## config.mk

```make
export PLATFORM = sky130hd
export DESIGN_NAME = pixel_loader
export DESIGN_NICKNAME = d
export VERILOG_FILES = /design/src/rtl/pixel_loader_pkg.sv /design/src/rtl/pixel_loader_byte_packer.sv /design/src/rtl/pixel_loader.sv
export SDC_FILE = /design/constraint.sdc
export NUM_CORES = 1
export LEC_CHECK = 0
export ABC_CLOCK_PERIOD_IN_PS = 3600
export CAP_MARGIN = 20
export CORE_MARGIN = 2
export CORE_UTILIZATION = 58
export CTS_CLUSTER_DIAMETER = 50
export CTS_CLUSTER_SIZE = 40
export DETAILED_ROUTE_END_ITERATION = 10
export PLACE_DENSITY = 0.92
export SLEW_MARGIN = 40
export SYNTH_ARGS = -nofsm -noshare
export SYNTH_HDL_FRONTEND = slang
export SYNTH_SLANG_ARGS = --single-unit
```

## constraint.sdc

```tcl
create_clock -name clk -period 3.6 [get_ports clk]
set_input_delay 0.36 -clock clk [delete_from_list [all_inputs] [get_ports clk]]
set_output_delay 0.36 -clock clk [all_outputs]
set_load 0.02 [all_outputs]
```

## src/rtl/pixel_loader_pkg.sv

```systemverilog
// Shared definitions for the pixel loader: FSM encoding, image base address
// and the byte-lane mapping used by neurocore's byte load/store.
package pixel_loader_pkg;

    localparam int PL_STAT_W = 2;

    typedef enum logic [PL_STAT_W-1:0] {
        PL_IDLE  = 2'd0,
        PL_LOAD  = 2'd1,
        PL_FLUSH = 2'd2,
        PL_DONE  = 2'd3
    } pl_state_t;

    localparam logic [15:0] DATA_IMG_BASE = 16'h0000;

    // Lane 0 is the most significant byte, matching neurocore's big-endian lanes.
    function automatic logic [31:0] lane_insert(input logic [31:0] w,
                                                input logic [1:0]  lane,
                                                input logic [7:0]  b);
        logic [31:0] r;
        r = w;
        case (lane)
            2'd0:    r[31:24] = b;
            2'd1:    r[23:16] = b;
            2'd2:    r[15:8]  = b;
            default: r[7:0]   = b;
        endcase
        return r;
    endfunction

    function automatic logic [3:0] lane_we(input logic [1:0] lane);
        return 4'b1000 >> lane;
    endfunction

endpackage

```

## src/rtl/pixel_loader_byte_packer.sv

```systemverilog
// Packs a byte stream into 32-bit words; flags a word when lane 3 or the
// final byte of the image is pushed, and restarts empty on the next byte.
module pixel_loader_byte_packer
    import pixel_loader_pkg::*;
(
    input  logic        clk,
    input  logic        rst,
    input  logic        i_clear,
    input  logic        i_push,
    input  logic        i_last,
    input  logic [7:0]  i_byte,
    output logic        o_word_ready,
    output logic [31:0] o_word,
    output logic [3:0]  o_mask
);

    logic [1:0]  r_lane;
    logic [31:0] r_acc;
    logic [3:0]  r_mask;

    always_comb begin
        o_word = r_acc;
        o_mask = r_mask;
        if (i_push) begin
            o_word = lane_insert(r_acc, r_lane, i_byte);
            o_mask = r_mask | lane_we(r_lane);
        end
    end

    assign o_word_ready = i_push & ((r_lane == 2'd3) | i_last);

    always_ff @(posedge clk) begin
        if (rst || i_clear) begin
            r_lane <= 2'd0;
            r_acc  <= 32'd0;
            r_mask <= 4'd0;
        end else if (i_push) begin
            if (o_word_ready) begin
                // The word leaves this cycle, so the next byte starts a fresh one.
                r_lane <= 2'd0;
                r_acc  <= 32'd0;
                r_mask <= 4'd0;
            end else begin
                r_lane <= r_lane + 2'd1;
                r_acc  <= o_word;
                r_mask <= o_mask;
            end
        end
    end

endmodule

```

## src/rtl/pixel_loader.sv

```systemverilog
// Loads one image from an 8-bit pixel stream into neurocore's data SRAM,
// holding the core in reset while the SRAM port is in use.
module pixel_loader
    import pixel_loader_pkg::*;
#(
    parameter logic [15:0] BASE_ADDR = DATA_IMG_BASE,
    parameter int          N_PIXELS  = 784,
    parameter int          CNT_W     = 10
) (
    input  logic             clk,
    input  logic             rst,
    input  logic             start,
    input  logic             pix_valid,
    input  logic [7:0]       pix_data,
    output logic             pix_ready,
    output logic [15:0]      data_addr,
    output logic [31:0]      data_din,
    output logic             data_en,
    output logic [3:0]       data_we,
    output logic             core_rst_n,
    output logic             busy,
    output logic             done,
    output logic [CNT_W-1:0] pix_count
);

    localparam logic [CNT_W-1:0] LAST_IDX  = CNT_W'(N_PIXELS - 1);
    localparam logic [15:0]      BASE_WORD = {BASE_ADDR[15:2], 2'b00};

    pl_state_t   r_state;
    logic [13:0] r_word_idx;

    logic        w_accept;
    logic        w_last;
    logic        w_clear;
    logic        w_word_ready;
    logic [31:0] w_word;
    logic [3:0]  w_mask;

    assign w_accept = pix_valid & pix_ready & (r_state == PL_LOAD);
    assign w_last   = (pix_count == LAST_IDX);
    assign w_clear  = start & ((r_state == PL_IDLE) | (r_state == PL_DONE));

    pixel_loader_byte_packer u_packer (
        .clk          (clk),
        .rst          (rst),
        .i_clear      (w_clear),
        .i_push       (w_accept),
        .i_last       (w_last),
        .i_byte       (pix_data),
        .o_word_ready (w_word_ready),
        .o_word       (w_word),
        .o_mask       (w_mask)
    );

    always_ff @(posedge clk) begin
        if (rst) begin
            r_state    <= PL_IDLE;
            r_word_idx <= 14'd0;
            pix_ready  <= 1'b0;
            data_addr  <= 16'd0;
            data_din   <= 32'd0;
            data_en    <= 1'b0;
            data_we    <= 4'd0;
            core_rst_n <= 1'b0;
            busy       <= 1'b0;
            done       <= 1'b0;
            pix_count  <= '0;
        end else begin
            data_en <= 1'b0;
            data_we <= 4'd0;
            // A completed word only arises from an accepted pixel, i.e. in LOAD.
            if (w_word_ready) begin
                data_en    <= 1'b1;
                data_we    <= w_mask;
                data_din   <= w_word;
                data_addr  <= BASE_WORD + {r_word_idx, 2'b00};
                r_word_idx <= r_word_idx + 14'd1;
            end
            case (r_state)
                PL_IDLE, PL_DONE: begin
                    if (start) begin
                        r_state    <= PL_LOAD;
                        r_word_idx <= 14'd0;
                        pix_ready  <= 1'b1;
                        busy       <= 1'b1;
                        done       <= 1'b0;
                        core_rst_n <= 1'b0;
                        pix_count  <= '0;
                    end
                end
                PL_LOAD: begin
                    if (w_accept) begin
                        pix_count <= pix_count + 1'b1;
                        if (w_last) begin
                            r_state   <= PL_FLUSH;
                            pix_ready <= 1'b0;
                        end
                    end
                end
                PL_FLUSH: begin
                    r_state    <= PL_DONE;
                    busy       <= 1'b0;
                    done       <= 1'b1;
                    core_rst_n <= 1'b1;
                end
                default: r_state <= PL_IDLE;
            endcase
        end
    end

endmodule

```

==> impl_metrics.csv, run 1 <==
group,metric,value,unit
outcome,outcome,"complete, no violations",
clocking,tritoncts,"yes",
grt,grt_use_total,0.308,
synth,yosysSeqAreaShare,0.472,
synth,synth_cell_types,43,
grt,grtUsageMet2,0.507,
placement,globalplace.congestion,0.914,
timing,setup_violations,0,
synth,ys_ff_latch,118,
setup_path,critical_path_buf_inv_count,2,
clocking,cts_resized,0,
synth,syn_inst,575,
setup_path,critPathArrivalTime,2.96,ns
cells_and_area,layout_common_cells,"dfxtp_1, a21oi_1, clkdlybuf4s50_1, nand2_1, nand3_1",
cells_and_area,nNetsFinal,652,
cells_and_area,fin_cells,748,
cells_and_area,final_common_cell,"dfxtp_1",
floorplan,die_w,96.9,µm
hold_path,hold_path_depth,4,
routing,drtAntennaViolNets,0,
clocking,clkSlewWorstSetupHoldPaths,0.06,ns
floorplan,row_count,33,
cells_and_area,fill_cells,541,
hold_path,hold_path_class,"input port to register",
floorplan,io_pins,79,
placement,place_area,0.00576,mm²
synth,synth_ff_type,"dfxtp_1",
timing,hold_violations,0,
routing,drc,0,
routing,vias,4886,
routing,wirelength,14500,µm
timing,min_period,2.51,ns
timing,period_share,0.697,
synth,syn-cell-area,0.00501,mm²
cells_and_area,drive_above_1_share,0.0824,
clocking,clk_latency,0.53,ns
setup_path,path_class,"register to register",
timing,slew_headroom,0.522,
timing,hold_ws,0.154,ns
setup_path,setup.worst_path.end_class,"register",
synth,synth_area_per_cell,8.71,µm²
grt,grt_max_degree,59,
setup_path,path_delay_family,"simple AND/OR/NAND/NOR gates",
timing,worst_pin_slew,0.717,ns
floorplan,die_area,0.00940,mm²
synth,synth-warning-count,0,
grt,grt_overflow_total,0,
timing,rsz0062_at_grt,"no",
timing,fin_worst_skew,0.0113,ns
job,cap_violations,0,
pwr,ir_drop,0.382,mV
routing,wire_per_inst,19.4,µm
grt,grt_busiest_layer,"met2",
routing,detail_route.first_pass.iterations,5,
cells_and_area,area_delta_synth_final,27.5,%
pwr,power.total,0.00359,W
placement,port_buffers,76,
clocking,h-tree-depth,4,
grt,use_met1,0.357,
setup_path,worstPathRequired,4.05,ns
clocking,cts_made_buffers,17,
clocking,ctsHoldBuffers,0,
floorplan,die_h,96.9,µm
placement,dp_cells,716,
cells_and_area,final_area,0.00639,mm²
clocking,clockBufferDepth,2,
setup_path,crit_fanout,30,
timing,fmax,399,MHz
pwr,power_density,562,mW/mm²
clocking,root_buffer,"clkbuf_8",
pwr,leakage,2.01,nW
grt,grt_pass1_wl,23400,µm
routing,drt-initial-drc-count,461,
setup_path,cpMaxStageDelayCell,"or3_1",
setup_path,start_kind,"register",
grt,first_global_vias,4684,
timing,drv_slew,0,
floorplan,initial_core_util,0.604,
floorplan,core-area,0.00830,mm²
setup_path,critical_path.cell_chain,"inv_1 -> ha_1 -> and3_2 -> buf_4 -> o2111ai_1 -> or3_1 -> a21oi_1",
routing,via_per_inst,6.53,
setup_path,crit_cells,7,
synth,ys_async_sr_fraction,0,
placement,hpwl,8450,µm
clocking,cts_setup_buffers,0,
synth,synth-edff-count,0,
setup_path,r2r_cells,7,
setup_path,slowest_delay,0.43,ns
timing,fin_tns_setup,0,ns
clocking,clock_sinks,118,
grt,antenna_found_initial,0,
cells_and_area,diodes,0,
grt,use_met3,0.0889,
==> synth_stat cells (all sizes together), types with 9 or more instances <==
cell type,n,area share
buf,25,0.025
a211oi,24,0.036
nand2,74,0.055
ha,10,0.025
a21oi,86,0.086
inv,11,0.0082
nand2b,10,0.012
o21ai,23,0.023
mux2i,28,0.056
nor2,21,0.016
a311oi,9,0.016
o31ai,9,0.016
dfxtp,118,0.47
nand3,32,0.032
clkbuf,27,0.020
==> tightest hold or removal path: stages <==
cell,delay [ns]
buf_2,0.09
inv_1,0.06
o21ai_0,0.08
nor2_1,0.05
==> flip-flops by register name (all words and copies together), names as in the netlist <==
register and cells:
u_packer.r_acc 32, busy 1, data_din 32, data_addr 14
r_state 2, u_packer.r_lane 2, u_packer.r_mask 4, data_en 1
data_we 4, done 1, pix_count 10, r_word_idx 14
pix_ready 1
==> cells by family (layout without fill, tap and decap cells) <==
kind of cell,Yosys count,in the layout,share of synthesized area
AO/OA/AOI/OAI,173,173,0.216
flip-flops,118,118,0.472
adder cells (fa/ha/maj),10,10,0.0250
other,1,2,0.000749
multiplexers,28,28,0.0559
XOR/XNOR,5,5,0.00874
buffers and inverters,63,130,0.0534
AND/OR/NAND/NOR,177,177,0.169
==> metal layers <==
layer	up-vias	wire [µm]
li1	2179	-
met1	2324	5490
met2	300	6990
met3	83	1310
met4	0	690
met5	-	0
==> cell type report <==
type                       count  area [µm²]  share of cell area
tap                          105         131              0.0206
clock buffer                  20         445              0.0697
inverter                      11        41.3             0.00646
multi-input combinational    395        2400               0.375
sequential                   118        2360               0.370
timing repair buffer          87         838               0.131
clock inverter                12         175              0.0274
==> path summary, 6_finish.rpt <==
check                     from  slack [ns]                end
min reg2reg  u_packer.r_acc[1]        0.46  u_packer.r_acc[1]
max                 r_state[1]        1.09       pix_count[9]
min                        rst        0.15               done
max reg2reg         r_state[1]        1.09       pix_count[9]
==> where the power goes <==
group | total, W | leakage (nW) | switching [W] | internal (W)
logic | 0.000457 | 0.766 | 0.000321 | 0.000136
registers | 0.00136 | 0.951 | 0.0000291 | 0.00134
clock network | 0.00177 | 0.297 | 0.000612 | 0.00116
==> through the flow <==
step | util | setup slack (ns)
final | 0.770 | 1.09
after global routing | 0.770 | 0.968
after CTS | 0.769 | 1.03
after detailed placement | 0.695 | 0.954
after global placement | 0.695 | 1.16
after floorplan | - | 1.53
No activity file was read; power rests on OpenSTA's default activity.
==> run 2: changes to the inputs <==
--- a/config.mk
+++ b/config.mk
@@ -5,14 +5,14 @@
 export SDC_FILE = /design/constraint.sdc
 export NUM_CORES = 1
 export LEC_CHECK = 0
-export ABC_CLOCK_PERIOD_IN_PS = 3600
+export ABC_CLOCK_PERIOD_IN_PS = 2100
 export CAP_MARGIN = 20
 export CORE_MARGIN = 2
-export CORE_UTILIZATION = 58
+export CORE_UTILIZATION = 48
 export CTS_CLUSTER_DIAMETER = 50
 export CTS_CLUSTER_SIZE = 40
 export DETAILED_ROUTE_END_ITERATION = 10
-export PLACE_DENSITY = 0.92
+export PLACE_DENSITY = 0.82
 export SLEW_MARGIN = 40
 export SYNTH_ARGS = -nofsm -noshare
 export SYNTH_HDL_FRONTEND = slang
==> constraint.sdc (replaced) <==
create_clock -name clk -period 2.1 [get_ports clk]
set_input_delay 0.21 -clock clk [delete_from_list [all_inputs] [get_ports clk]]
set_output_delay 0.21 -clock clk [all_outputs]
set_load 0.02 [all_outputs]
==> run 2 against run 1 <==
Against the previous run:
- core utilization shrank 11 points
- critical path depth is 2 lower
- wire length shrank 6.7%
- critical endpoint is now r_word_idx[13]
- sequential cell count did not move
- via count fell by 3.7%
- fmax is 23% higher
- cell area rose by 5.7%
- worst setup slack worse by 1.0 ns
- critical path type unchanged
- global-route usage fell by 6.7 points
==> impl_metrics.csv, run 2 (synthesis results as in run 1) <==
group,metric,value,unit
cells_and_area,area_delta_synth_final,34.8,%
floorplan,io_pins,79,
setup_path,r2r-end,"r_word_idx[13]",
floorplan,die_w,106,µm
timing,hold_violations,0,
clocking,clockBufferDepth,2,
routing,met3WireLength,804,µm
clocking,h-tree-depth,4,
pwr,power_density,950,mW/mm²
pwr,power.total,0.00642,W
cells_and_area,top_regs,"data_din: 32 flops, u_packer.r_acc: 32 flops",
timing,fin_ws,0.0630,ns
clocking,clkSlewWorstSetupHoldPaths,0.06,ns
pwr,ir_drop,0.655,mV
hold_path,hold_end,"u_packer.r_acc[3]",
routing,wirelength,13500,µm
job,cap_violations,0,
cells_and_area,diodes,0,
timing,min_period,2.04,ns
pwr,seq_power_share,0.364,
timing,setup_violations,0,
routing,wl_met1,5710,µm
clocking,clk_latency,0.52,ns
grt,antenna_found_initial,0,
hold_path,hold_path_depth,2,
cells_and_area,layout_common_cells,"dfxtp_1, a21oi_1, clkdlybuf4s50_1, nand2_1, nand3_1",
cells_and_area,nNetsFinal,676,
timing,fin_worst_skew,0.00420,ns
cells_and_area,fill_cells,774,
pwr,combPwrFrac,0.131,
setup_path,r2r_cells,5,
setup_path,timing.rr.start,"pix_count[4]",
clocking,cts_made_buffers,17,
timing,fin_tns_setup,0,ns
pwr,p_int,0.00478,W
clocking,root_buffer,"clkbuf_8",
floorplan,row_count,37,
timing,worst_pin_slew,0.623,ns
setup_path,crit_fanout,11,
grt,grt_max_degree,37,
setup_path,start_kind,"register",
placement,port_buffers,76,
cells_and_area,drive_above_1_share,0.121,
pwr,power.switching,0.00164,W
setup_path,worstPathRequired,2.54,ns
routing,top_layer,"met4",
grt,grt_use_total,0.241,
routing,wl_met2,6720,µm
setup_path,r2r_slack,0.06,ns
timing,fmax,491,MHz
routing,drt-initial-drc-count,249,
timing,slew_headroom,0.585,
cells_and_area,final_common_cell,"dfxtp_1",
clocking,clock_sinks,118,
pwr,p_sw_frac,0.256,
floorplan,initial_core_util,0.490,
pwr,leakage,2.24,nW
routing,via_per_inst,5.86,
timing,period_share,0.970,
routing,drc,0,
floorplan,die_area,0.0113,mm²
setup_path,path_class,"register to register",
routing,detail_route.first_pass.iterations,5,
routing,vias,4703,
outcome,outcome,"complete, no violations",
setup_path,critPathArrivalTime,2.48,ns
timing,drv_slew,0,
placement,hpwl,8740,µm
hold_path,min-delay-start,"u_packer.r_acc[3]",
hold_path,hold_path_class,"register to register",
floorplan,core-area,0.0102,mm²
setup_path,setup.worst_path.end_class,"register",
placement,globalplace.congestion,0.809,
grt,first_global_vias,4518,
placement,place_ws,-0.0806,ns
clocking,tritoncts,"yes",
grt,grt_overflow_total,0,
routing,wire_per_inst,16.8,µm
pwr,clockPowerShare,0.504,
grt,grt_pass1_wl,21800,µm
routing,drtAntennaViolNets,0,
floorplan,die_h,106,µm
-- run 2: critical path: stages (launching register included) --
cell     delay [ns]
dfxtp_1        0.31
or4_4          0.57
o31a_4         0.36
buf_4          0.20
nor4_2         0.28
mux2i_1        0.24
-- run 2: timing repair --
action                     4_1_cts  5_1_grt
pin swaps                        0        2
hold buffers                     1        0
buffers inserted                 0        1
hold endpoints to repair         3        0
cloned                           0        0
gates resized for setup          4        7
setup endpoints to repair        6       26
-- run 2: cell type report --
cell class	instances	area [µm²]	area share
Inverter	11	41.3	0.00612
Tap cell	136	170	0.0252
Sequential cell	118	2360	0.350
Timing Repair Buffer	111	1080	0.160
Clock buffer	17	414	0.0613
Multi-Input combinational cell	395	2430	0.360
Clock inverter	15	250	0.0371
-- run 2: how the worst max path moves through the flow --
stage	start	to	slack (ns)	cells after the start
2_1_floorplan	pix_count[4]	r_word_idx[10]	0.03	5
3_3_place_gp	pix_count[4]	r_word_idx[13]	0.04	5
3_5_place_dp	pix_count[4]	r_word_idx[9]	-0.08	5
4_1_cts	pix_count[4]	r_word_idx[11]	0.02	5
5_1_grt	pix_count[0]	r_word_idx[13]	-0.04	6
6_report	pix_count[4]	r_word_idx[13]	0.06	5
-- run 2: power groups by stage --
| stage | sequential, W | clock, W | combinational [W] |
|---|---|---|---|
| 3_5_place_dp | 0.00238 | 0 | 0.000796 |
| 6_report | 0.00234 | 0.00324 | 0.000843 |
| 5_1_grt | 0.00234 | 0.00337 | 0.000920 |
| 3_3_place_gp | 0.00238 | 0 | 0.000775 |
| 2_1_floorplan | 0.00240 | 0 | 0.000487 |
| 4_1_cts | 0.00233 | 0.00326 | 0.000807 |
-- run 2: stage by stage --
stage	hold slack (ns)	cells	util	area (µm²)
finish	0.456	803	0.660	6750
global route	0.482	803	0.660	6750
CTS	0.458	802	0.657	6720
detailed placement	0.446	769	0.589	6030
global placement	0.438	769	0.589	6030
floorplan	0.336	576	-	5010
-- run 2: metal layers --
| layer | track usage | vias to the layer above |
|---|---|---|
| met5 | 0 | - |
| met4 | 0.0930 | 0 |
| met3 | 0.0509 | 27 |
| met2 | 0.408 | 193 |
| met1 | 0.300 | 2256 |
| li1 | - | 2227 |
==> run 3: changes to the inputs <==
--- a/config.mk
+++ b/config.mk
@@ -5,6 +5,7 @@
 export SDC_FILE = /design/constraint.sdc
 export NUM_CORES = 1
 export LEC_CHECK = 0
+export ABC_AREA = 1
 export ABC_CLOCK_PERIOD_IN_PS = 2100
 export CAP_MARGIN = 20
 export CORE_MARGIN = 2
@@ -12,7 +13,7 @@
 export CTS_CLUSTER_DIAMETER = 50
 export CTS_CLUSTER_SIZE = 40
 export DETAILED_ROUTE_END_ITERATION = 10
-export PLACE_DENSITY = 0.82
+export PLACE_DENSITY = 0.83
 export SLEW_MARGIN = 40
 export SYNTH_ARGS = -nofsm -noshare
 export SYNTH_HDL_FRONTEND = slang
==> run 3 against run 2 <==
Against the previous run:
- register-to-register slack improved by 0.04 ns
- first-iteration DRC count decreased by 22%
- wire length decreased by 13%
- power decreased by 5.8%
- sequential share of layout area increased by 2.7 points
- area after synthesis decreased by 4.7%
- synthesized cell count increased by 12%
- sequential cell count unchanged
- critical path type unchanged
==> impl_metrics.csv, run 3 <==
group,metric,value,unit
pwr,combPwrFrac,0.103,
pwr,power.total,0.00604,W
clocking,clockBufferDepth,2,
synth,synth-edff-count,0,
setup_path,r2r_slack,0.10,ns
setup_path,start_kind,"register",
cells_and_area,drive_above_1_share,0.0631,
floorplan,die_h,104,µm
routing,wirelength,11700,µm
timing,min_period,2.00,ns
cells_and_area,final_common_cell,"nand2_1",
clocking,clock_sinks,118,
placement,hpwl,7400,µm
pwr,power.switching,0.00144,W
timing,drv_slew,0,
clocking,ctsHoldBuffers,0,
pwr,clockPowerShare,0.512,
timing,setup_violations,0,
clocking,clkSlewWorstSetupHoldPaths,0.06,ns
clocking,tritoncts,"yes",
synth,yosysSeqAreaShare,0.495,
timing,period_share,0.951,
pwr,seq_power_share,0.385,
cells_and_area,nNetsFinal,738,
clocking,clk_latency,0.52,ns
job,cap_violations,0,
synth,syn-cell-area,0.00477,mm²
timing,hold_ws,0.440,ns
floorplan,initial_core_util,0.491,
synth,synth-warning-count,0,
clocking,cts_resized,0,
floorplan,io_pins,79,
synth,ys_top_cells_by_count,"nand2_1, dfxtp_1, nor2_1",
synth,synth_ff_type,"dfxtp_1",
pwr,p_sw_frac,0.238,
setup_path,crit_fanout,53,
pwr,p_int,0.00461,W
timing,fin_worst_skew,0.00863,ns
synth,syn_inst,646,
synth,synth_area_per_cell,7.39,µm²
floorplan,row_count,36,
routing,drtAntennaViolNets,0,
floorplan,die_w,104,µm
floorplan,die_area,0.0108,mm²
placement,globalplace.congestion,0.856,
outcome,outcome,"complete, no violations",
grt,grt_overflow_total,0,
setup_path,path_class,"register to register",
synth,synth_cell_types,26,
routing,vias,4447,
placement,port_buffers,76,
timing,fin_tns_setup,0,ns
setup_path,critPathArrivalTime,2.40,ns
timing,hold_violations,0,
clocking,cts_made_buffers,17,
hold_path,hold_path_class,"input port to register",
cells_and_area,diodes,0,
routing,drt-initial-drc-count,195,
clocking,root_buffer,"clkbuf_8",
timing,rsz0062_at_grt,"no",
synth,ys_ff_latch,118,
pwr,power_density,965,mW/mm²
cells_and_area,layout_common_cells,"nand2_1, dfxtp_1, nor2_1, o21ai_0, clkdlybuf4s50_1",
cells_and_area,fill_cells,787,
clocking,cts_setup_buffers,0,
timing,fmax,501,MHz
setup_path,worstPathRequired,2.50,ns
synth,yosysMostFrequentCell,"nand2_1",
grt,grt_max_degree,66,
synth,synthTopCellsByArea,"dfxtp_1, nand2_1, nor2_1",
pwr,leakage,2.51,nW
clocking,h-tree-depth,4,
cells_and_area,area_delta_synth_final,31.2,%
synth,yosys.area.top_type_share,0.495,
routing,drc,0,
routing,via_per_inst,5.16,
cells_and_area,top_regs,"data_din: 32 flops, u_packer.r_acc: 32 flops",
floorplan,core-area,0.00973,mm²
pwr,ir_drop,0.519,mV
setup_path,setup.worst_path.end_class,"register",
synth,synth_top_area_cell,"dfxtp_1",
routing,detail_route.first_pass.iterations,4,
grt,antenna_found_initial,0,
synth,ys_async_sr_fraction,0,
grt,first_global_vias,4275,
routing,wire_per_inst,13.6,µm
grt,grt_pass1_wl,19700,µm
grt,grt_use_total,0.225,
-- run 3: cell count changes in the layout (fill, tap and decap cells not counted), sizes merged, moves of 7 or more --
cell / before / now
nand2b: 10 / 0
mux2i: 28 / 0
nand3: 32 / 19
a32o: 7 / 0
a21oi: 86 / 47
o21ai: 23 / 87
buf: 35 / 7
nand2: 74 / 133
nor2: 21 / 116
a211oi: 24 / 0
o31ai: 9 / 0
a311oi: 9 / 0
inv: 14 / 55
-- run 3: final cells by class --
| type | count | area (µm²) | area share |
|---|---|---|---|
| sequential | 118 | 2360 | 0.377 |
| multi-input combinational | 441 | 2050 | 0.327 |
| timing repair buffer | 83 | 855 | 0.136 |
| clock buffer | 23 | 457 | 0.0729 |
| inverter | 55 | 206 | 0.0330 |
| clock inverter | 9 | 173 | 0.0276 |
| tap | 133 | 166 | 0.0266 |
-- run 3: stage by stage --
stage	instance area [µm²]	utilization	setup slack, ns	instances
after floorplan	4780	-	0.445	647
after detailed placement	5630	0.579	0.112	830
final	6260	0.644	0.102	862
after global routing	6260	0.644	0.0160	862
after CTS	6260	0.643	0.127	862
after global placement	5630	0.579	0.212	830
-- run 3: metal layers --
layer,GRT usage,up-vias,routed length (µm)
li1,-,2213,-
met1,0.269,2047,5070
met2,0.373,161,5610
met3,0.0629,26,719
met4,0.108,0,295
met5,0,-,0
-- run 3: critical path, stage by stage, from the launching register on --
cell and delay [ns]:
dfxtp_1 0.42, ha_1 0.23, nand3_1 0.12, nor2_1 0.22, nand2_1 0.11, nand2_1 0.11
nand2_2 0.17, buf_12 0.25, nor2_1 0.17, nor2_1 0.07
-- run 3: power by group through the flow --
| stage | Sequential (W) | Clock [W] | Combinational, W |
|---|---|---|---|
| CTS | 0.00233 | 0.00311 | 0.000617 |
| global route | 0.00233 | 0.00322 | 0.000689 |
| detailed placement | 0.00237 | 0 | 0.000602 |
| global placement | 0.00237 | 0 | 0.000582 |
| finish | 0.00233 | 0.00309 | 0.000621 |
| floorplan | 0.00240 | 0 | 0.000379 |
-- run 3: logic make-up after synthesis --
kind of cell	count (synthesis)	share of synthesized area
buffers and inverters	88	0.0789
xor gates and xnor gates	5	0.00917
and+or+nand+nor	287	0.243
AOI/OAI and AO/OA	137	0.147
DFF	118	0.495
adders and majority gates	10	0.0262
other	1	0.000786
-- run 3: final timing paths --
| path | start | end | depth (start not counted) |
|---|---|---|---|
| setup / recovery | pix_count[0] | data_din[17] | 9 |
| hold / removal | start | done | 5 |
| setup reg to reg | pix_count[0] | data_din[17] | 9 |
| hold reg to reg | u_packer.r_mask[3] | u_packer.r_mask[3] | 2 |
